File: config.mk
export PLATFORM = sky130hd
export DESIGN_NAME = i2c_reg_ctrl
export DESIGN_NICKNAME = d
export VERILOG_FILES = /design/src/rtl/i2c_reg_pkg.sv /design/src/rtl/i2c_reg_ctrl_reg_ptr.sv /design/src/rtl/i2c_reg_ctrl.sv
export SDC_FILE = /design/constraint.sdc
export NUM_CORES = 1
export LEC_CHECK = 0
export ABC_AREA = 1
export BUFFER_PORTS_ARGS = -buffer_cell sky130_fd_sc_hd__buf_2
export CORE_UTILIZATION = 44
export DETAILED_ROUTE_END_ITERATION = 6
export PLACE_DENSITY_LB_ADDON = 0.05
export SLEW_MARGIN = 40
export SYNTH_ARGS = -nofsm -noshare
export SYNTH_HDL_FRONTEND = slang
export SYNTH_SLANG_ARGS = --single-unit
File: constraint.sdc
create_clock -name clk_osc -period 1.3 [get_ports clk_osc]
set_clock_uncertainty 0.2 [all_clocks]
set_input_delay 0 -clock clk_osc [delete_from_list [all_inputs] [get_ports clk_osc]]
set_output_delay 0 -clock clk_osc [all_outputs]
set_load 0.02 [all_outputs]
File: src/rtl/i2c_reg_pkg.sv
// Shared types and default sizes for the I2C-to-LED-register sequencer.
package i2c_reg_pkg;

    localparam int unsigned I2C_ADDR_W   = 3;
    localparam int unsigned I2C_DATA_W   = 8;
    localparam int unsigned I2C_NUM_REGS = 8;
    localparam int unsigned I2C_AI_BIT   = 7;
    localparam int unsigned ERR_CNT_W    = 8;

    // LED register map indices
    localparam int unsigned MODE         = 0;
    localparam int unsigned SLEEP_BIT    = 4;

    typedef enum logic [2:0] {
        ST_IDLE,
        ST_CTRL,
        ST_WR_DATA,
        ST_RD_IDLE,
        ST_RD_FETCH,
        ST_RD_PRESENT
    } i2c_reg_state_t;

endpackage

File: src/rtl/i2c_reg_ctrl_reg_ptr.sv
// Register pointer with auto-increment flag: load from the control byte,
// optional increment with wrap from NUM_REGS-1 back to 0.
module reg_ptr #(
    parameter int unsigned ADDR_W   = 3,
    parameter int unsigned NUM_REGS = 8
) (
    input  logic              clk_osc,
    input  logic              reset,
    input  logic              load_i,
    input  logic [ADDR_W-1:0] load_ptr_i,
    input  logic              load_ai_i,
    input  logic              incr_i,
    output logic [ADDR_W-1:0] ptr_o,
    output logic              ai_o
);

    logic [ADDR_W-1:0] ptr_q, ptr_d;
    logic              ai_q, ai_d;

    always_comb begin
        ptr_d = ptr_q;
        ai_d  = ai_q;
        if (load_i) begin
            ptr_d = load_ptr_i;
            ai_d  = load_ai_i;
        end else if (incr_i && ai_q) begin
            ptr_d = (ptr_q == ADDR_W'(NUM_REGS - 1)) ? '0 : ptr_q + ADDR_W'(1);
        end
    end

    always_ff @(posedge clk_osc) begin
        if (reset) begin
            ptr_q <= '0;
            ai_q  <= 1'b0;
        end else begin
            ptr_q <= ptr_d;
            ai_q  <= ai_d;
        end
    end

    assign ptr_o = ptr_q;
    assign ai_o  = ai_q;

endmodule

File: src/rtl/i2c_reg_ctrl.sv
// Turns the I2C byte stream into single-cycle register write/read strobes.
// Define I2C_ERR_CNT_EN to build the saturating protocol error counter.
module i2c_reg_ctrl
    import i2c_reg_pkg::*;
#(
    parameter int unsigned ADDR_W   = I2C_ADDR_W,
    parameter int unsigned DATA_W   = I2C_DATA_W,
    parameter int unsigned NUM_REGS = I2C_NUM_REGS,
    parameter int unsigned AI_BIT   = I2C_AI_BIT
) (
    input  logic                 clk_osc,
    input  logic                 reset,
    input  logic                 txn_start,
    input  logic                 txn_read,
    input  logic                 txn_stop,
    input  logic [DATA_W-1:0]    i2c_byte,
    input  logic                 i2c_byte_valid,
    input  logic                 tx_req,
    output logic [DATA_W-1:0]    tx_byte,
    output logic                 tx_valid,
    output logic [ADDR_W-1:0]    reg_addr,
    output logic [DATA_W-1:0]    reg_wdata,
    output logic                 reg_write,
    output logic                 reg_read,
    input  logic [DATA_W-1:0]    reg_rdata,
    output logic                 busy,
    output logic [ERR_CNT_W-1:0] err_count
);

    i2c_reg_state_t    state_q, state_d;
    logic              stop_pend_q, stop_pend_d;
    logic              reg_write_q, reg_write_d;
    logic              reg_read_q, reg_read_d;
    logic [ADDR_W-1:0] reg_addr_q, reg_addr_d;
    logic [DATA_W-1:0] reg_wdata_q, reg_wdata_d;
    logic              tx_valid_q, tx_valid_d;
    logic [DATA_W-1:0] tx_byte_q, tx_byte_d;
    logic              busy_q;

    logic              ptr_load_c;
    logic [ADDR_W-1:0] ptr_load_val_c;
    logic              ptr_load_ai_c;
    logic              ptr_incr_c;
    logic [ADDR_W-1:0] ptr;
    logic              ai;
    logic              ctrl_oor_c;

    // Address field is every bit below the auto-increment flag
    assign ctrl_oor_c = (32'(i2c_byte[AI_BIT-1:0]) >= NUM_REGS);

    reg_ptr #(
        .ADDR_W   (ADDR_W),
        .NUM_REGS (NUM_REGS)
    ) u_reg_ptr (
        .clk_osc    (clk_osc),
        .reset      (reset),
        .load_i     (ptr_load_c),
        .load_ptr_i (ptr_load_val_c),
        .load_ai_i  (ptr_load_ai_c),
        .incr_i     (ptr_incr_c),
        .ptr_o      (ptr),
        .ai_o       (ai)
    );

    always_comb begin
        state_d        = state_q;
        stop_pend_d    = stop_pend_q;
        reg_write_d    = 1'b0;
        reg_read_d     = 1'b0;
        reg_addr_d     = reg_addr_q;
        reg_wdata_d    = reg_wdata_q;
        tx_valid_d     = 1'b0;
        tx_byte_d      = tx_valid_q ? reg_rdata : tx_byte_q;
        ptr_load_c     = 1'b0;
        ptr_load_val_c = '0;
        ptr_load_ai_c  = 1'b0;
        ptr_incr_c     = 1'b0;

        unique case (state_q)
            ST_IDLE: ;
            ST_CTRL: begin
                if (i2c_byte_valid) begin
                    ptr_load_c     = 1'b1;
                    ptr_load_val_c = ctrl_oor_c ? '0 : i2c_byte[ADDR_W-1:0];
                    ptr_load_ai_c  = i2c_byte[AI_BIT];
                    state_d        = txn_stop ? ST_IDLE : ST_WR_DATA;
                end else if (txn_stop) begin
                    state_d = ST_IDLE;
                end
            end
            ST_WR_DATA: begin
                if (i2c_byte_valid) begin
                    reg_write_d = 1'b1;
                    reg_addr_d  = ptr;
                    reg_wdata_d = i2c_byte;
                    ptr_incr_c  = 1'b1;
                end
                if (txn_stop) state_d = ST_IDLE;
            end
            ST_RD_IDLE: begin
                if (tx_req) begin
                    reg_read_d  = 1'b1;
                    reg_addr_d  = ptr;
                    stop_pend_d = txn_stop;
                    state_d     = ST_RD_FETCH;
                end else if (txn_stop) begin
                    state_d = ST_IDLE;
                end
            end
            ST_RD_FETCH: begin
                tx_valid_d = 1'b1;
                if (txn_stop) stop_pend_d = 1'b1;
                state_d = ST_RD_PRESENT;
            end
            ST_RD_PRESENT: begin
                ptr_incr_c  = 1'b1;
                stop_pend_d = 1'b0;
                state_d     = (txn_stop || stop_pend_q) ? ST_IDLE : ST_RD_IDLE;
            end
            default: state_d = ST_IDLE;
        endcase

        // A (repeated) START redirects from any state; pointer and ai survive
        if (txn_start) begin
            state_d     = txn_read ? ST_RD_IDLE : ST_CTRL;
            stop_pend_d = 1'b0;
        end
    end

    always_ff @(posedge clk_osc) begin
        if (reset) begin
            state_q     <= ST_IDLE;
            stop_pend_q <= 1'b0;
            reg_write_q <= 1'b0;
            reg_read_q  <= 1'b0;
            reg_addr_q  <= '0;
            reg_wdata_q <= '0;
            tx_valid_q  <= 1'b0;
            tx_byte_q   <= '0;
            busy_q      <= 1'b0;
        end else begin
            state_q     <= state_d;
            stop_pend_q <= stop_pend_d;
            reg_write_q <= reg_write_d;
            reg_read_q  <= reg_read_d;
            reg_addr_q  <= reg_addr_d;
            reg_wdata_q <= reg_wdata_d;
            tx_valid_q  <= tx_valid_d;
            tx_byte_q   <= tx_byte_d;
            busy_q      <= (state_d != ST_IDLE);
        end
    end

    // Strobes already in flight are suppressed while reset is asserted
    assign reg_write = reg_write_q & ~reset;
    assign reg_read  = reg_read_q & ~reset;
    assign tx_valid  = tx_valid_q & ~reset;
    assign tx_byte   = tx_valid_q ? reg_rdata : tx_byte_q;
    assign reg_addr  = reg_addr_q;
    assign reg_wdata = reg_wdata_q;
    assign busy      = busy_q;

`ifdef I2C_ERR_CNT_EN
    logic                 err_c;
    logic [ERR_CNT_W-1:0] err_cnt_q;

    assign err_c = (i2c_byte_valid && (state_q inside {ST_IDLE, ST_RD_IDLE, ST_RD_FETCH, ST_RD_PRESENT}))
                || (tx_req && (state_q != ST_RD_IDLE))
                || (i2c_byte_valid && (state_q == ST_CTRL) && ctrl_oor_c);

    always_ff @(posedge clk_osc) begin
        if (reset) begin
            err_cnt_q <= '0;
        end else if (err_c && (err_cnt_q != '1)) begin
            err_cnt_q <= err_cnt_q + ERR_CNT_W'(1);
        end
    end

    assign err_count = err_cnt_q;
`else
    assign err_count = '0;
`endif

endmodule

After elaboration in Yosys (flattened, before gate mapping)
Cells that the tools add are included.
- $add $sub $neg: 1
- order comparisons: 1
- equality and inequality tests: 9
- multiplexer cells: 28
- bitwise logic cells: 6
- reduce and logical (&&, ||, !) cells: 13
- operator list (kind ; number):
    $mux W3 ; 12
    $pmux W3 S6 ; 1
    $eq A3 B3 Y1 const B ; 3
    $mux W1 ; 8
    $mux W8 ; 1
    $ge A7 B4 Y1 const B ; 1
    $eq A3 B2 Y1 const B ; 2
    $mux W2 ; 3
    $ne A2 B2 Y1 const B ; 3
    $pmux W3 S2 ; 1
    $reduce_and A3 Y1 ; 2
    $reduce_bool A3 Y1 ; 2
    $reduce_or A2 Y1 ; 3
    $reduce_bool A2 Y1 ; 2
    $add A3 B1 Y3 const B ; 1
    $and A1 B1 Y1 ; 3
    $eq A3 B1 Y1 const B ; 1
    $logic_not A3 Y1 ; 1
    $not A1 Y1 ; 3
    $pmux W1 S3 ; 1
    $pmux W1 S2 ; 1
    $reduce_and A2 Y1 ; 1
    $logic_and A1 B1 Y1 ; 1
    $logic_or A1 B1 Y1 ; 1
- register bits after elaboration: 31
- output and inout port bits: 31
- word-level logic and storage cells: 69

Logic depth before layout (Yosys ltp)
Gate-level depths: netlist of run 1.
- depth after elaboration: 5
- gate-level depth with buffers: 9

Cells and area by module
Synthesis of run 1 repeated with hierarchy kept, for this count alone.
- cell total of the unflattened synthesis: 216
- area, all modules: 1496.4 um2
- modules (own cells, without submodules) (module ; instances ; cells each ; area each (um2) ; seq. area each (um2)):
    i2c_reg_ctrl ; 1 ; 179 ; 1265.0 ; 540.5
    reg_ptr ; 1 ; 37 ; 231.5 ; 80.1

Least setup slack after synthesis of run 1
No wires, ideal clock.
- kind: reg-to-reg
- start: reg u_reg_ptr.ptr_q[0], in the netlist u_reg_ptr.ptr_o[0]
- end: reg u_reg_ptr.ptr_q[2], in the netlist u_reg_ptr.ptr_o[2]
- arrival time: 1.020 ns
- setup slack: -0.033 ns
- stages on the path, launching flop included: 9
- buffers on the path: 0
- clock period less this slack: 1.333 ns
- path through: dfxtp_1 -> ha_1 -> ha_1 -> inv_1 -> nand2_1 -> nand2_1 -> inv_1 -> nor2_1 -> nor2_1
- longest elaborated chain between the ends: 4
- ends and longest elaborated chain (item ; RTL line ; text):
    from (decl) ; i2c_reg_ctrl_reg_ptr.sv:17 ; logic [ADDR_W-1:0] ptr_q, ptr_d;
    from (signal assigned) ; i2c_reg_ctrl_reg_ptr.sv:36 ; ptr_q <= ptr_d;
    $add A3 B1 Y3 or $eq A3 B3 Y1 (tied branches) ; i2c_reg_ctrl_reg_ptr.sv:27 ; ptr_d = (ptr_q == ADDR_W'(NUM_REGS - 1)) ? '0 : ptr_q + ADDR_W'(1);
    $mux W3 (*) ; i2c_reg_ctrl_reg_ptr.sv:27 ;
    $mux W3 (*) ; i2c_reg_ctrl_reg_ptr.sv:26 ; end else if (incr_i && ai_q) begin
    $mux W3 (*) ; i2c_reg_ctrl_reg_ptr.sv:23 ; if (load_i) begin
Every way passes the cells marked *; elsewhere a longest branch is shown, timed or not. The select of a mux whose other input is x is not followed.
A chain may end at the register's enable or synchronous reset.

Worst setup path in the final report of run 1
- start: reg state_q[1]
- end: reg u_reg_ptr.ptr_q[0], in the netlist u_reg_ptr.ptr_o[0]
- longest elaborated chain between the ends: 4
- ends and longest elaborated chain (item ; RTL line ; text):
    from (decl) ; i2c_reg_ctrl.sv:30 ; i2c_reg_state_t state_q, state_d;
    from (signal assigned) ; i2c_reg_ctrl.sv:142 ; state_q <= state_d;
    $eq A3 B3 Y1 or $eq A3 B2 Y1 (tied branches) ; i2c_reg_ctrl.sv:79 ; unique case (state_q)
    $pmux W1 S2 ; i2c_reg_ctrl.sv:79 ;
    $logic_and A1 B1 Y1 ; i2c_reg_ctrl_reg_ptr.sv:26 ;
    $reduce_bool A2 Y1 (no source line) ; -- ;
Parallel ways exist; a longest one is shown, timed or not.

==> flow_metrics.tcl, run 1 <==
set metrics [dict create \
    status "finished with violations" \
    violations "hold timing, setup timing" \
    hold_path_class "input port to register" \
    die-area_mm2 0.003600 \
    ys_ff_latch 31 \
    synth_top_area_cell "dfxtp_1" \
    synth_area_leaders "dfxtp_1 42%, nand2_1 14%, nor2_1 6.6%" \
    first_iter_violations 114 \
    drt_pass1_iterations 5 \
    crit_type "register to register" \
    nNetsFinal 318 \
    htree_levels 2 \
    cts_tree "done" \
    r2r-start "state_q[1]" \
    drt_wl_total_um 3575 \
    syn_inst 209 \
    drv_cap 0 \
    path_clk_slew_ns 0.11 \
    end_kind "register" \
    timing.rr.end "u_reg_ptr.ptr_o[0]" \
    antenna_found_initial 0 \
    min_period_ns 1.320 \
    hp-start "i2c_byte_valid" \
    path_max_fanout 6 \
    grt_max_degree 19 \
    synth_warnings 0 \
    final.period_utilization_pct 101.5 \
    detail-route-antenna-nets 0 \
    portBuffers 45 \
    post-route-cell-area_mm2 0.002292 \
    io_pins 54 \
    hold_buffers 22 \
    layout-drive-gt1-share_pct 36.39 \
    rsz0062_at_grt "true" \
    required_ns 1.39 \
    setup_ws_ns -0.02000 \
    dp_hpwl_um 2245 \
    fin_cells 338 \
    hold_end "u_reg_ptr.ai_o" \
    place_ws_ns -0.1464 \
    cts_buffers 5 \
    overflow 0 \
    gr-usage-all-layers_pct 22.57 \
    yosysSeqAreaShare_pct 41.93 \
    max_freq_mhz 757.6 \
    worst-r2r-cell-count 8 \
    setup_viol 11 \
    yosys-top-cells-count "55 x nand2_1, 31 x dfxtp_1, 26 x nor2_1" \
    rows 20 \
    diodes 0 \
    utilization_pct 73.28 \
    cts_buffer_depth 2 \
    start_util_pct 47.32 \
    hold_viol_final 3 \
    vias_per_cell 4.589 \
    drv_slew 0 \
    post_drt_wl_per_cell_um 10.58 \
    yosysTopAreaCellShare_pct 41.93 \
    routabilityCongestion 0.8843 \
    grt_pass1_vias 1319 \
    clockRootBuffer "clkbuf_4" \
    synthToLayoutAreaGrowth_pct 54.86 \
    die_w_um 60 \
    synth-main-ff-cell "dfxtp_1" \
    vias 1551 \
    synth_edf_count 0 \
    synth_cell_types 26 \
    clk_latency_ns 0.34 \
    postSynthAreaPerCell_um2 7.082 \
    leakage_uw 0.001163 \
    drcViolationCount 0 \
    cts_sinks 31 \
    whs_ns -0.1515 \
    power_density_mw_per_mm2 916.2 \
    reg2reg_slack_ns -0.02 \
    start_kind "register" \
    core_area_mm2 0.003128 \
    dpl_cell_area_mm2 0.001793 \
    place_inst 304 \
    grt_pass1_wl_um 5885 \
    die_h_um 60 \
    synth-async-reset-ratio_pct 0 \
    arrival_ns 1.41 \
    ir_worst_vdd_v 0.0007487 \
    hold_path_depth 3 \
    synth_most_common_cell "nand2_1" \
    synth_area_mm2 0.001480 \
]
metal layers:
layer / wire (um) / global-route usage [%] / share of wire (%)
met1: 1636 / 28.67 / 46
met2: 1759 / 35.87 / 49
met3: 128 / 5.195 / 3.6
met4: 51 / 10.96 / 1.4
met5: 0 / 0 / 0
placed cells by master (no fill, tap or decap), types with 2 or more instances in the layout:
master | synthesis | routed
nand2_1 | 55 | 43
buf_2 | 1 | 36
dfxtp_1 | 31 | 25
nor2_1 | 26 | 23
dlygate4sd3_1 | 0 | 22
inv_1 | 24 | 21
a21oi_1 | 18 | 17
buf_4 | 8 | 13
nand2_2 | 0 | 12
buf_6 | 2 | 11
nand3_1 | 10 | 10
o21ai_1 | 2 | 8
conb_1 | 1 | 8
o21ai_0 | 12 | 5
clkbuf_4 | 0 | 5
dfxtp_4 | 0 | 4
clkinv_2 | 0 | 3
inv_2 | 3 | 3
inv_6 | 0 | 2
nor2_4 | 1 | 2
nand3_4 | 1 | 2
nand4_1 | 2 | 2
nor2_2 | 0 | 2
ha_4 | 0 | 2
dfxtp_2 | 0 | 2
cell families (layout without fill, tap and decap cells):
| family | Yosys count | count (layout) | synth area share (%) |
|---|---|---|---|
| adders and majority gates | 2 | 2 | 1.690 |
| AOI/OAI and AO/OA | 34 | 34 | 11.75 |
| other | 1 | 8 | 0.2533 |
| and+or+nand+nor | 99 | 100 | 29.92 |
| DFF | 31 | 31 | 41.93 |
| buffers and inverters | 42 | 119 | 14.45 |
registers in the layout, summed over array words and instances (netlist names):
name	cells
busy	1
reg_addr	3
reg_read_q	1
reg_wdata	8
reg_write_q	1
state_q	3
stop_pend_q	1
tx_byte_q	8
tx_valid_q	1
u_reg_ptr.ai_o	1
u_reg_ptr.ptr_o	3
power breakdown:
group | total, uW | switching (uW) | leakage (uW) | internal, uW
Clock | 803 | 349 | 0.0000482 | 454
Sequential | 989 | 19.1 | 0.000255 | 970
Combinational | 308 | 168 | 0.000859 | 139
through the flow:
step / TNS, ns / power (uW) / hold slack (ns)
finish: -0.1102 / 2100 / -0.1515
global route: -1.449 / 2184 / -0.1491
CTS: -0.1964 / 2097 / -0.1604
detailed placement: -1.384 / 1246 / 0.06540
global placement: -1.203 / 1245 / 0.05717
floorplan: 0 / 1181 / -0.05209
worst max-delay path: stages (launching register included):
cell	delay [ns]
dfxtp_4	0.37
buf_6	0.12
nor2_4	0.14
nand2_2	0.09
nand3_4	0.09
nand2_4	0.08
nand2_1	0.06
nand2_1	0.04
nor2_1	0.08
timing repair:
item,in CTS,in global routing
buffers inserted,3,0
pin swaps,6,10
gates resized for setup,37,29
endpoints found under the setup margin,28,28
gates cloned,2,0
hold endpoints to repair,31,3
worst max-delay path by stage:
stage | slack [ns] | endpoint | from | cells past startpoint
floorplan | 0.02 | u_reg_ptr.ptr_o[2] | u_reg_ptr.ptr_o[1] | 8
global placement | -0.11 | busy | state_q[0] | 7
detailed placement | -0.15 | busy | state_q[0] | 7
CTS | -0.02 | u_reg_ptr.ptr_o[0] | state_q[1] | 8
global route | -0.08 | reg_addr[2] | state_q[1] | 6
finish | -0.02 | u_reg_ptr.ptr_o[0] | state_q[1] | 8
area by class of cell:
class                   instances  area (um^2)
clock inverters                 2        35.03
inverters                      28        118.9
well taps                      44        55.05
repair buffers                 82        621.8
clock buffers                   6        51.30
flip-flops and latches         31        638.1
repair inverters                1        5.005
multi-input cells             144        767.0
fillers                       250        835.8
Note: power is estimated with default switching activity, not from simulation.
==> run 2, diff against run 1 <==
--- a/config.mk
+++ b/config.mk
@@ -5,9 +5,9 @@
 export SDC_FILE = /design/constraint.sdc
 export NUM_CORES = 1
 export LEC_CHECK = 0
-export ABC_AREA = 1
 export BUFFER_PORTS_ARGS = -buffer_cell sky130_fd_sc_hd__buf_2
-export CORE_UTILIZATION = 44
+export CORE_UTILIZATION = 46
+export CTS_BUF_LIST = sky130_fd_sc_hd__clkbuf_2
 export DETAILED_ROUTE_END_ITERATION = 6
 export PLACE_DENSITY_LB_ADDON = 0.05
 export SLEW_MARGIN = 40
==> constraint.sdc (replaced) <==
create_clock -name clk_osc -period 1.3 [get_ports clk_osc]
set_clock_uncertainty 0.2 [all_clocks]
set_input_delay 0.13 -clock clk_osc [delete_from_list [all_inputs] [get_ports clk_osc]]
set_output_delay 0.13 -clock clk_osc [all_outputs]
set_load 0.02 [all_outputs]
==> run 2 against run 1 <==
Effect of this change:
- the run still ends with hold timing, setup timing left
- combinational power increased by 27%
- global-route usage up 4.2 points
- total power is 14% lower
- non-clock buffer count rose by 16
- clock power fell by 47%
- maximum frequency shrank 19%
- setup slack worse by 0.31 ns
- utilization rose by 10 points
- final cell count fell by 14%
- flip-flop and latch count did not move
- critical path type is now register to output pin
==> flow_metrics.tcl, run 2 <==
set metrics [dict create \
    nNetsFinal 273 \
    synth_warnings 0 \
    gr-usage-all-layers_pct 26.75 \
    start_kind "register" \
    layout-drive-gt1-share_pct 61.13 \
    final_cell_mix "34 x buf_2, 25 x buf_4, 22 x dfxtp_1, 22 x buf_6, 14 x dlygate4sd3_1" \
    synth_top_area_cell "dfxtp_1" \
    drcViolationCount 0 \
    cts_tree "done" \
    clockRootBuffer "clkbuf_2" \
    met1_usage_pct 30.13 \
    utilization_pct 83.76 \
    portBuffers 45 \
    post_drt_wl_per_cell_um 14.91 \
    hold_viol_final 5 \
    mostFrequentLayoutCell "buf_2" \
    drt_wl_total_um 4338 \
    required_ns 0.97 \
    synthToLayoutAreaGrowth_pct 73.54 \
    detail-route-antenna-nets 0 \
    grt.met3_usage_pct 4.176 \
    synth-async-reset-ratio_pct 0 \
    ir_worst_vdd_v 0.0005616 \
    leakage_uw 0.001089 \
    max_freq_mhz 612.4 \
    vias 1465 \
    drv_cap 0 \
    synth_area_mm2 0.001461 \
    grt_pass1_wl_um 6782 \
    setup_viol 34 \
    core_area_mm2 0.003028 \
    die_w_um 58.37 \
    ys_ff_latch 31 \
    synth_area_leaders "dfxtp_1 42%, mux2_2 6.2%, nor2b_1 6.0%" \
    routabilityCongestion 0.8244 \
    yosysSeqAreaShare_pct 42.47 \
    status "finished with violations" \
    yosysTopAreaCellShare_pct 42.47 \
    slew_headroom_pct 64.07 \
    yosys-top-cells-count "31 x dfxtp_1, 16 x nand2_1, 14 x nor2b_1" \
    setup_ws_ns -0.3330 \
    grt_use_met2_pct 49.43 \
    setup_tns_ns -7.260 \
    hold_buffers 15 \
    whs_ns -0.08109 \
    antenna_found_initial 0 \
    io_pins 54 \
    violations "hold timing, setup timing" \
    syn_inst 152 \
    min_period_ns 1.633 \
    synth_edf_count 0 \
    vias_per_cell 5.034 \
    first_iter_violations 42 \
    grt_max_degree 11 \
    rsz0062_at_grt "true" \
    final.period_utilization_pct 125.6 \
    drt_pass1_iterations 4 \
    synth-main-ff-cell "dfxtp_1" \
    rows 20 \
    path_clk_slew_ns 0.15 \
    arrival_ns 1.30 \
    worst_pin_slew_ns 0.5371 \
    dp_hpwl_um 2465 \
    diodes 0 \
    grt_pass1_vias 1490 \
    synth_cell_types 39 \
    top_usage_layer "met2" \
    cts_buffer_depth 2 \
    fillCellCount 173 \
    start_util_pct 48.26 \
    postSynthAreaPerCell_um2 9.614 \
    overflow 0 \
    cts_buffers 5 \
    path_max_fanout 4 \
    die_h_um 58.37 \
    hold_path_class "input port to register" \
    clk_latency_ns 0.37 \
    htree_levels 2 \
    synth_most_common_cell "dfxtp_1" \
    die-area_mm2 0.003406 \
    power_density_mw_per_mm2 712.3 \
    cts_sinks 31 \
    drv_slew 0 \
    end_kind "output pin" \
    crit_type "register to output pin" \
]
run 2: kinds of logic after synthesis:
group	Yosys count	synth area share [%]
mux	14	10.36
fa+ha+maj	2	1.712
buf+inv	20	8.390
compound gates	24	12.67
other cells	1	0.2566
flops	31	42.47
simple gates	60	24.14
run 2: layout make-up:
| type | count | area, um^2 | area share, % |
|---|---|---|---|
| multi-input cells | 108 | 997.2 | 39.32 |
| well taps | 44 | 55.05 | 2.171 |
| repair buffers | 98 | 798.3 | 31.48 |
| inverters | 4 | 18.77 | 0.7400 |
| clock buffers | 6 | 30.03 | 1.184 |
| flip-flops and latches | 31 | 636.9 | 25.11 |
run 2: critical path, stage by stage (launching register included):
cell and delay, ns:
dfxtp_2 0.37, buf_6 0.12, mux2_4 0.32, buf_6 0.13
run 2: routing by layer:
metal  share of wire (%)  up-vias
met2                  54       41
met1                  41      714
met5                   0        -
li1                    -      701
met4                 1.9        0
met3                 2.9        9
run 2: worst paths after layout:
| check | start | to | slack [ns] | cells after the start |
|---|---|---|---|---|
| setup reg to reg | state_q[0] | u_reg_ptr.ptr_o[1] | -0.27 | 4 |
| hold reg to reg | reg_wdata[4] | reg_wdata[4] | 0.28 | 2 |
| setup / recovery | tx_valid_q | tx_byte[0] | -0.33 | 3 |
| hold / removal | reg_rdata[7] | tx_byte_q[7] | -0.08 | 3 |
run 2: repair_timing:
action,CTS,global route
setup buffers,5,6
cloned,1,0
pin swaps,18,5
setup endpoints to repair,31,34
resized for setup,63,22
hold endpoints to repair,28,5
run 2: power by group:
group          switching (uW)  internal [uW]
registers                16.8            969
clock network             308            122
logic                     194            197
run 2: stage by stage:
step / std cells / hold WS (ns) / power [uW] / instance area [um^2] / worst slack, ns
after CTS: 285 / -0.08588 / 1774 / 2415 / -0.3397
after detailed placement: 258 / 0.1928 / 1270 / 1949 / -0.3115
after floorplan: 159 / 0.001611 / 1164 / 1563 / -0.1913
after global placement: 258 / 0.1814 / 1261 / 1949 / -0.2237
final: 291 / -0.08109 / 1807 / 2536 / -0.3330
after global routing: 291 / -0.08016 / 1885 / 2536 / -0.3681
